File: src/rtl/if_id_flush_stage.sv
// if_id_flush_stage
//   Fetch-side PC register and IF/ID pipeline register.
//   A flush redirects the PC to a word-aligned branch target and squashes the
//   IF/ID slot to a NOP bubble. A stall holds the PC and the slot. Flush cycles
//   are counted in a saturating counter for performance debug.
//   All outputs come straight from registers, so no input reaches an output
//   within the same cycle.
module if_id_flush_stage #(
  parameter int               XLEN      = 32,
  parameter logic [XLEN-1:0]  RESET_PC  = {XLEN{1'b0}},
  parameter logic [31:0]      NOP_INSTR = 32'h0000_0013,
  parameter int               CNT_W     = 16
) (
  input  logic             clk,
  input  logic             rst_n,
  input  logic             Flush,
  input  logic [XLEN-1:0]  BranchTarget,
  input  logic             Stall,
  input  logic [31:0]      InstrMemData,
  output logic [XLEN-1:0]  FetchPC,
  output logic [XLEN-1:0]  IFID_PC,
  output logic [31:0]      IFID_Instr,
  output logic             IFID_Valid,
  output logic             Misaligned,
  output logic [CNT_W-1:0] FlushCount
);

  localparam logic [XLEN-1:0]  PC_STEP  = {{(XLEN-3){1'b0}}, 3'b100};
  localparam logic [XLEN-1:0]  PC_ZERO  = {XLEN{1'b0}};
  localparam logic [CNT_W-1:0] CNT_MAX  = {CNT_W{1'b1}};
  localparam logic [CNT_W-1:0] CNT_ONE  = {{(CNT_W-1){1'b0}}, 1'b1};
  localparam logic [CNT_W-1:0] CNT_ZERO = {CNT_W{1'b0}};

  // A redirect target is misaligned when either low address bit is set.
  function automatic logic target_misaligned(input logic [1:0] low_bits);
    return |low_bits;
  endfunction

  // Force a redirect target onto a word boundary.
  function automatic logic [XLEN-1:0] align_word(input logic [XLEN-1:0] addr);
    return {addr[XLEN-1:2], 2'b00};
  endfunction

  logic [XLEN-1:0]  fetch_pc_r;
  logic [XLEN-1:0]  ifid_pc_r;
  logic [31:0]      ifid_instr_r;
  logic             ifid_valid_r;
  logic             misaligned_r;
  logic [CNT_W-1:0] flush_count_r;

  // PC register: flush redirects, stall holds, otherwise step one word (wraps).
  always_ff @(posedge clk or negedge rst_n) begin
    if (!rst_n) begin
      fetch_pc_r <= RESET_PC;
    end else if (Flush) begin
      fetch_pc_r <= align_word(BranchTarget);
    end else if (Stall) begin
      fetch_pc_r <= fetch_pc_r;
    end else begin
      fetch_pc_r <= fetch_pc_r + PC_STEP;
    end
  end

  // IF/ID slot: flush injects a NOP bubble, stall holds, otherwise capture fetch.
  always_ff @(posedge clk or negedge rst_n) begin
    if (!rst_n) begin
      ifid_pc_r    <= PC_ZERO;
      ifid_instr_r <= NOP_INSTR;
      ifid_valid_r <= 1'b0;
    end else if (Flush) begin
      ifid_pc_r    <= PC_ZERO;
      ifid_instr_r <= NOP_INSTR;
      ifid_valid_r <= 1'b0;
    end else if (Stall) begin
      ifid_pc_r    <= ifid_pc_r;
      ifid_instr_r <= ifid_instr_r;
      ifid_valid_r <= ifid_valid_r;
    end else begin
      ifid_pc_r    <= fetch_pc_r;
      ifid_instr_r <= InstrMemData;
      ifid_valid_r <= 1'b1;
    end
  end

  // Misaligned pulse: set only in the cycle after a redirect with low bits set.
  always_ff @(posedge clk or negedge rst_n) begin
    if (!rst_n) begin
      misaligned_r <= 1'b0;
    end else if (Flush) begin
      misaligned_r <= target_misaligned(BranchTarget[1:0]);
    end else begin
      misaligned_r <= 1'b0;
    end
  end

  // Flush counter: one per flush cycle, sticks at all-ones once saturated.
  always_ff @(posedge clk or negedge rst_n) begin
    if (!rst_n) begin
      flush_count_r <= CNT_ZERO;
    end else if (Flush && (flush_count_r != CNT_MAX)) begin
      flush_count_r <= flush_count_r + CNT_ONE;
    end else begin
      flush_count_r <= flush_count_r;
    end
  end

  assign FetchPC    = fetch_pc_r;
  assign IFID_PC    = ifid_pc_r;
  assign IFID_Instr = ifid_instr_r;
  assign IFID_Valid = ifid_valid_r;
  assign Misaligned = misaligned_r;
  assign FlushCount = flush_count_r;

endmodule

File: config.mk
export PLATFORM = sky130hd
export DESIGN_NAME = if_id_flush_stage
export DESIGN_NICKNAME = d
export VERILOG_FILES = /design/src/rtl/if_id_flush_stage.sv
export SDC_FILE = /design/constraint.sdc
export NUM_CORES = 1
export LEC_CHECK = 0
export BUFFER_PORTS_ARGS = -buffer_cell sky130_fd_sc_hd__buf_2
export CAP_MARGIN = 5
export CELL_PAD_IN_SITES_DETAIL_PLACEMENT = 0
export CELL_PAD_IN_SITES_GLOBAL_PLACEMENT = 2
export CORE_ASPECT_RATIO = 2
export CORE_MARGIN = 2
export CORE_UTILIZATION = 32
export CTS_BUF_LIST = sky130_fd_sc_hd__clkbuf_4 sky130_fd_sc_hd__clkbuf_8 sky130_fd_sc_hd__clkbuf_16
export DETAILED_ROUTE_END_ITERATION = 10
export PLACE_DENSITY = 0.9
export SETUP_SLACK_MARGIN = 0.1
export SLEW_MARGIN = 20
export SYNTH_ARGS = -nofsm -noshare
export SYNTH_HDL_FRONTEND = slang
export SYNTH_SLANG_ARGS = --single-unit
export TNS_END_PERCENT = 10
File: constraint.sdc
create_clock -name clk -period 4.9 [get_ports clk]
set_clock_uncertainty 0.15 [all_clocks]
set_input_delay 0.98 -clock clk [delete_from_list [all_inputs] [get_ports clk]]
set_output_delay 0.98 -clock clk [all_outputs]
set_load 0.01 [all_outputs]
Yosys cells after proc, flatten, opt, wreduce, memory -nomap -nowiden
Index checks and enable logic that the tools add are counted.

Output and inout port bits: 114. Bits in registers: 114. Logic and storage cells: 21. Input port bits: 68.

Reduce and logical (&&, ||, !) cells: 2. Add/subtract/negate cells: 2. Mux-type cells: 9. Equal/unequal tests: 2.

Operator list (number): 2-to-1 mux 32 bit (6); adder 32 x 3 -> 32 bit, second input constant (1); adder 16 x 1 -> 16 bit, second input constant (1); inequality test 16 bit, second input constant (1); 2-to-1 mux 1 bit (3); inequality test 2 bit, second input constant (1); OR reduction 2 bit (1); logical AND 1 bit (1).

Longest topological paths before layout
Gate-level depths: netlist (run 1).

Depth after elaboration: 3. Depth in mapped cells: 7. Mapped depth without buffers: 5.

Worst setup path after synthesis (run 1)
No wires, ideal clock.

Kind: in2reg. From: input Stall. To: register fetch_pc_r[16] (netlist: FetchPC[16]). Buffers on the path: 3. Setup time: 82 ps. Required time: 4668 ps. Data arrival time: 2564 ps. Slack: 2104 ps. Stages on the path: 7. Path through: clkbuf_1 -> nand4b_4 -> or4_1 -> clkbuf_1 -> buf_2 -> or3_1 -> a31oi_1.

Word-level cells in the longest chain between the ends: 1.

RTL lines: start, declared (line 18) `input logic Stall,`; inequality test 2 bit (no line); end signal, assigned (line 56) `fetch_pc_r <= align_word(BranchTarget);`; end signal, assigned (line 58) `fetch_pc_r <= fetch_pc_r;`; end signal, assigned (line 60) `fetch_pc_r <= fetch_pc_r + PC_STEP;`; end, declared (line 44) `logic [XLEN-1:0] fetch_pc_r;`.

No other way between the ends. A chain may end at the register's enable or synchronous reset.

Final worst setup path (run 1)
From: input Stall. To: register fetch_pc_r[22] (netlist: FetchPC[22]).

The elaborated chain is that of the path after synthesis.

==> results of run 1 <==
==> final timing paths <==
path / startpoint / end / slack [ps]
min reg2reg: IFID_Valid / IFID_Valid / 370
max reg2reg: FetchPC[2] / FetchPC[22] / 2180
min in group asynchronous: rst_n / FlushCount[6] / 520
max in group asynchronous: rst_n / IFID_Instr[0] / 3150
max: Stall / FetchPC[22] / 1990
min: IFID_Valid / IFID_Valid / 370
==> final cells by class <==
class	count	area (um^2)	area share
clock buffers	11	253	0.0388
inverters	8	30.0	0.00461
well taps	201	251	0.0386
flip-flops and latches	111	2780	0.427
clock inverters	5	40.0	0.00615
multi-input cells	344	2210	0.340
repair buffers	184	941	0.145
==> logic make-up after synthesis <==
family                   count (synthesis)  share of synthesized area
buffers and inverters                   42                     0.0351
adder cells (fa/ha/maj)                  2                    0.00484
AO/OA/AOI/OAI                           57                     0.0699
flip-flops                             111                      0.538
AND/OR/NAND/NOR                        193                      0.183
other                                    1                   0.000725
multiplexers                            65                      0.126
XOR/XNOR                                25                     0.0423
==> power breakdown <==
| part | total [uW] | switching (uW) | internal (uW) |
|---|---|---|---|
| logic | 394 | 222 | 173 |
| clock network | 723 | 344 | 378 |
| registers | 1110 | 108 | 1000 |
| total | 2230 | 675 | 1550 |
==> cells in the final DEF, fill, tap and decap left out, types with 2 or more instances in the layout <==
master     count
o31ai_1       13
clkbuf_8       2
clkbuf_16      9
nor2_1        82
mux2_2         2
a31oi_1       15
mux2i_1       63
or2_2          2
nand3_1       14
xor2_1        16
and2_1         2
o21ai_0       16
nor3_1        11
xnor2_1        9
nor4_1         2
conb_1         2
buf_2        176
a211oi_1       2
nand4_1       11
and3_1         4
or3_1          5
inv_1          8
clkinv_4       2
dfstp_2        3
a21oi_1        6
ha_1           2
inv_6          2
nand2_1       33
dfrtp_1      108
buf_4          8
or4_1         19
==> metrics by stage <==
stage,instances,power (uW),util
2_1_floorplan,497,1320,-
4_1_cts,864,2260,0.413
5_1_grt,864,2360,0.413
6_report,864,2230,0.413
3_5_place_dp,848,1530,0.394
3_3_place_gp,848,1520,0.394
==> layer usage <==
metal / global-route usage / wire length, um
met3: 0.0271 / 593
met4: 0.0696 / 401
met2: 0.307 / 8110
met1: 0.203 / 5770
met5: 0 / 0
==> flip-flops by register name (all words and copies together), names as in the netlist <==
name	flops
IFID_Valid	1
FetchPC	30
IFID_PC	31
Misaligned	1
FlushCount	16
IFID_Instr	32
==> worst register-to-register path: stages, from the launching register on <==
cell and delay [ps]:
dfrtp_1 490, ha_1 290, nand4b_4 140, or4_1 820, or4_1 560, a31oi_1 200
==> impl_metrics.ini, run 1 <==
[critical_path]
cp.arrival_ps = 3020
crit_buf_inv = 1
critical_path_class = input port to flip-flop
cpLargestDelayFamily = simple AND/OR/NAND/NOR gates
crit_slowest_cell = or4_1
crit_path_max_fanout = 20
crit_top_cell = or4_1
crit_path_start_kind = input port
cp_slowest_stage_delay_ps = 810
crit_path_cell_trace = buf_4 -> nand4b_4 -> or4_1 -> or4_1 -> a31oi_1
crit_required_ps = 5010
cp.depth = 5
endpoint_kind = flip-flop
r2r_cells = 5

[pwr]
power_leakage_uw = 0.00331
power.density_nw_per_um2 = 342
ir_worst_vdd_v = 0.000148

[global_route]
grt_max_degree = 77
grt_pass1_vias = 4286
grt_pass1_wl_um = 23100
track_usage = 0.172
grt_remaining_overflow = 0
antenna_found_initial = 0

[clock_network]
cts_tree = yes
clock_path_buffers = 2
ctsRootBufferMaster = clkbuf_16
post-cts-setup-buffers = 0
cts_resized = 0
cts.sinks = 111
htree_levels = 3
holdBufCountCts = 0
path_clk_slew_ps = 80
clock_latency_ps = 340
cts-buffers-inserted = 9

[place]
portBuffers = 179
dp_hpwl_um = 11100
place.gp.congestion = 0.795
post-place-ws_ps = 1640
place_area_um2 = 6220

[synth]
async_reset_ff_frac = 1.00
synth.cell_area_um2 = 5170
synth_top_area_frac = 0.522
synthTopCellsByArea = dfrtp_1 52%, mux2i_1 12%, nor2_1 5.9%
synth_top_flop_cell = dfrtp_1
synth_top_cell_by_area = dfrtp_1
synth.yosys.seq_area_share = 0.538
synth_commonest_cells = 108 x dfrtp_1, 82 x nor2_1, 63 x mux2i_1
ys_ff_latch = 111
yosysUniqueCellTypes = 44
synth_enable_flop_cells = 0
yosys_warnings = 0
postSynthCellCount = 496
synth_most_common_cell = dfrtp_1
avgSynthCellArea_um2 = 10.4

[final_layout]
nets = 728
finalInstanceArea_um2 = 6510
syn_to_final_growth_pct = 25.9
drive_gt1_frac = 0.320
final.fill_count = 1625
antennaDiodeCount = 0

[timing]
hold_slack_ps = 368
post-route-period-util = 0.593
maxSlewHeadroom = 0.367
hold_viol = 0
fmax_ghz = 0.344
slew_violations = 0
setup_tns_ps = 0
tightestPinTransition_ps = 942
finalSetupViolCount = 0
setup_ws_ps = 1990
rsz0062_at_grt = no
finalCriticalPeriod_ps = 2910

[floorplanning]
floorplan.initialDensity = 0.328
die_h_um = 184
die_area_um2 = 17300
fp.dieW_um = 93.9
ios = 182
rows = 65
core_area_um2 = 15800

[run]
drv_cap = 0

[drt]
antenna_left = 0
drc = 0
wl_per_cell_um = 17.2
via_per_inst = 4.97
wirelength_um = 14900
initialDrtViolationCount = 169
firstDrtPassIters = 4
vias = 4296

[hold_path]
worstHoldPathCells = 2
min_path_type = flip-flop to flip-flop

[run_status]
outcome = finished, final reports clean
Power figures use the tool's default switching activity.
==> run 2, diff against run 1 <==
- CORE_UTILIZATION: 32 -> 27
- PLACE_DENSITY: 0.9 -> 0.82
- clock period: 4.9 -> 2.5 ns (I/O delays scaled with it)
==> impl_metrics.ini, run 2 (synthesis results as in run 1) <==
[timing]
slew_violations = 0
hold_slack_ps = -19.3
hold_viol = 6
rsz0062_at_grt = no
finalSetupViolCount = 0
fmax_ghz = 0.433
post-route-period-util = 0.924
setup_tns_ps = 0
finalCriticalPeriod_ps = 2310
maxSlewHeadroom = 0.466
tightestPinTransition_ps = 801

[pwr]
intPower_uw = 3180
switching_share = 0.292
p_switching_uw = 1310
ir_worst_vdd_v = 0.000299
power_frac_seq = 0.476
power.density_nw_per_um2 = 660
p_clk_frac = 0.332
totalPowerFinal_uw = 4490
combinationalPowerShare = 0.192
power_leakage_uw = 0.00344

[floorplanning]
fp.dieW_um = 102
core_area_um2 = 18800
die_h_um = 200
ios = 182
floorplan.initialDensity = 0.275
die_area_um2 = 20400
rows = 71

[global_route]
grt_busiest_layer = met2
track_usage = 0.150
grt_remaining_overflow = 0
grt_pass1_vias = 4700
grt_max_degree = 94
grt.met1_usage = 0.158
antenna_found_initial = 2
grtUsageMet3 = 0.0303
grt_pass1_wl_um = 23700
use_met2 = 0.270

[critical_path]
crit_path_max_fanout = 11
crit_path_start_kind = flip-flop
crit_top_cell = or4_1
crit_required_ps = 2620
cpLargestDelayFamily = simple AND/OR/NAND/NOR gates
crit_slowest_cell = or4_1
crit_buf_inv = 1
cp_slowest_stage_delay_ps = 600
crit_path_cell_trace = nand4_2 -> or4_1 -> buf_4 -> or4_1 -> a31oi_1
endpoint_kind = flip-flop
critical_path_class = flip-flop to flip-flop
cp.arrival_ps = 2430

[place]
place.gp.congestion = 0.841
portBuffers = 179
dp_hpwl_um = 11400

[hold_path]
min_path_type = input port to asynchronous set/reset pin

[drt]
wirelength_um = 15300
initialDrtViolationCount = 137
wl_per_cell_um = 16.2
vias = 4512
antenna_left = 0
drc = 0
via_per_inst = 4.77
firstDrtPassIters = 4

[final_layout]
mostFrequentLayoutCells = 176 x buf_2, 108 x dfrtp_1, 82 x nor2_1
drive_gt1_frac = 0.344
nets = 753
final_common_cell = buf_2
syn_to_final_growth_pct = 31.6
largest_reg_flops = 32
fin_util = 0.361

[clock_network]
post-cts-setup-buffers = 0
htree_levels = 3
cts_tree = yes
clock_path_buffers = 2
holdBufCountCts = 0
path_clk_slew_ps = 70
ctsRootBufferMaster = clkbuf_16
cts-buffers-inserted = 9
cts.sinks = 111
clock_latency_ps = 350
cts_resized = 0

[run]
drv_cap = 0

[run_status]
outcome = finished with violations
violations = hold timing
==> run 2: cell count changes in the layout (fill, tap and decap cells not counted), sizes merged <==
cell | previous run | this run
bufinv | 0 | 1
clkinv | 3 | 1
diode | 0 | 2
clkinvlp | 0 | 1
inv | 10 | 8
buf | 184 | 209
clkbuf | 11 | 13
==> run 2: layer usage <==
| metal | vias up | share of wire |
|---|---|---|
| met1 | 2228 | 0.36 |
| met3 | 32 | 0.053 |
| met5 | - | 0 |
| met4 | 0 | 0.041 |
| met2 | 144 | 0.55 |
| li1 | 2108 | - |
==> run 2: power groups by stage <==
stage / registers (uW) / logic, uW / clock network, uW
floorplan: 2230 / 359 / 0
global placement: 2160 / 858 / 0
detailed placement: 2170 / 876 / 0
CTS: 2140 / 880 / 1550
global route: 2170 / 960 / 1610
finish: 2140 / 862 / 1490
==> run 2: layout make-up <==
cell class                 instances  area [um^2]
timing repair buffer             209         1150
multi-input combinational        344         2210
clock inverter                     3         42.5
antenna                            2         5.00
sequential                       111         2780
clock buffer                      13          262
tap                              255          319
fill                            1984        12000
inverter                           8         30.0
==> run 2: worst paths after layout <==
path,startpoint,to,slack (ps),depth (start not counted)
setup reg to reg,FetchPC[10],FetchPC[25],190,5
setup / recovery,FetchPC[10],FetchPC[25],190,5
hold reg to reg,FlushCount[10],FlushCount[10],360,1
hold / removal,rst_n,FlushCount[9],-20,1
max in group asynchronous,rst_n,FetchPC[10],1520,2
min in group clk,BranchTarget[3],FetchPC[3],210,3
==> run 2: worst register-to-register path, cell delays in order, from the launching register on <==
cell	delay, ps
dfrtp_1	440
nand4_2	180
or4_1	600
buf_4	220
or4_1	480
a31oi_1	170
==> run 2: per-stage QoR <==
stage	setup WS, ps	area, um^2	instances
6_report	190	6810	945
5_1_grt	102	6810	945
4_1_cts	186	6800	943
3_5_place_dp	64.9	6500	927
3_3_place_gp	105	6500	927
2_1_floorplan	184	5180	497
==> run 3, diff against run 2 <==
- CORE_MARGIN: 2 -> 5
==> impl_metrics.ini, run 3 (synthesis results as in run 1) <==
[critical_path]
cp.arrival_ps = 2470
crit_path_max_fanout = 17
crit_path_start_kind = flip-flop
crit_buf_inv = 2
crit_required_ps = 2620
cpLargestDelayFamily = simple AND/OR/NAND/NOR gates
crit_path_cell_trace = nand4_2 -> buf_4 -> or4_1 -> buf_4 -> or4_1 -> a31oi_1
cp_slowest_stage_delay_ps = 480
critical_path_class = flip-flop to flip-flop
crit_slowest_cell = or4_1
endpoint_kind = flip-flop

[floorplanning]
rows = 71
floorplan.initialDensity = 0.275
core_area_um2 = 18800
die_area_um2 = 22200
fp.dieW_um = 108
ios = 182
die_h_um = 206

[place]
portBuffers = 179
place.gp.congestion = 0.822
dp_hpwl_um = 12100
post-place-ws_ps = 105

[final_layout]
multi_input_area_um2 = 2220
final_common_cell = buf_2
mostFrequentLayoutCells = 176 x buf_2, 108 x dfrtp_1, 82 x nor2_1
largest_reg_flops = 32
final.fill_count = 1987
drive_gt1_frac = 0.344
seqCellArea_um2 = 2780
syn_to_final_growth_pct = 31.2
nets = 751

[drt]
wl_met2_um = 8660
wl_met3_um = 780
m1WireLength_um = 5720
drc = 0
firstDrtPassIters = 4
via_per_inst = 4.68
maxUsedRoutingLayer = met4
vias = 4415
wirelength_um = 15600
initialDrtViolationCount = 162
wl_per_cell_um = 16.6
antenna_left = 0

[clock_network]
ctsRootBufferMaster = clkbuf_16
holdBufCountCts = 0
path_clk_slew_ps = 80
clock_latency_ps = 360
post-cts-setup-buffers = 0
clock_path_buffers = 2
cts-buffers-inserted = 9
cts_resized = 0
cts_tree = yes
htree_levels = 3
cts.sinks = 111

[timing]
hold_slack_ps = -21.4
fmax_ghz = 0.426
setup_ws_ps = 151
rsz0062_at_grt = yes
post-route-period-util = 0.940
finalSetupViolCount = 0
tightestPinTransition_ps = 925
finalCriticalPeriod_ps = 2350
slew_violations = 0
maxSlewHeadroom = 0.384
hold_viol = 13
setup_tns_ps = 0

[global_route]
grt_pass1_wl_um = 24900
track_usage = 0.144
grt_pass1_vias = 4685
grt_max_degree = 58
antenna_found_initial = 1
grt_remaining_overflow = 0

[pwr]
ir_worst_vdd_v = 0.000336
power.density_nw_per_um2 = 663
power_leakage_uw = 0.00343

[hold_path]
min_path_type = input port to asynchronous set/reset pin

[run_status]
violations = hold timing
outcome = finished with violations

[run]
drv_cap = 0
==> run 3: changes by cell type in the layout (fill, tap and decap cells not counted), sizes merged <==
cell / before / now
buf: 209 / 207
inv: 8 / 11
clkinvlp: 1 / 0
clkbuf: 13 / 11
==> run 3: final cells by class <==
type                    instances  area share
well taps                     255      0.0470
flip-flops and latches        111       0.410
repair buffers                207       0.166
inverters                       8     0.00442
clock buffers                  11      0.0363
multi-input cells             344       0.327
clock inverters                 5     0.00903
diodes                          2    0.000737
==> run 3: path summary, 6_finish.rpt <==
| kind | startpoint | end | slack [ps] | depth (start not counted) |
|---|---|---|---|---|
| max | FetchPC[10] | FetchPC[26] | 150 | 6 |
| min reg2reg | IFID_Valid | IFID_Valid | 360 | 2 |
| min in group clk | BranchTarget[4] | FetchPC[4] | 200 | 3 |
| min | rst_n | FlushCount[4] | -20 | 1 |
| max reg2reg | FetchPC[10] | FetchPC[26] | 150 | 6 |
| max in group asynchronous | rst_n | IFID_PC[11] | 1490 | 2 |
==> run 3: metal layers <==
metal / vias to the layer above / GRT usage
met4: 0 / 0.0673
met5: - / 0
met2: 127 / 0.265
met1: 2163 / 0.154
li1: 2105 / -
met3: 20 / 0.0317
==> run 3: worst reg2reg max path: stages, from the launching register on <==
cell	delay [ps]
dfrtp_1	450
nand4_2	190
buf_4	180
or4_1	460
buf_4	200
or4_1	480
a31oi_1	170
==> run 3: metrics by stage <==
stage / cell area, um^2 / utilization / instances / hold WS [ps] / power, uW
floorplan: 5180 / - / 497 / 54.4 / 2590
global placement: 6470 / 0.344 / 925 / 348 / 3020
detailed placement: 6470 / 0.344 / 925 / 358 / 3050
CTS: 6780 / 0.360 / 941 / 3.56 / 4590
global route: 6790 / 0.360 / 942 / 19.3 / 4760
finish: 6790 / 0.360 / 943 / -21.4 / 4500
==> run 3: where the power goes <==
part	total (uW)	switching (uW)	internal, uW
clock network	1510	685	827
logic	851	480	371
registers	2140	174	1970
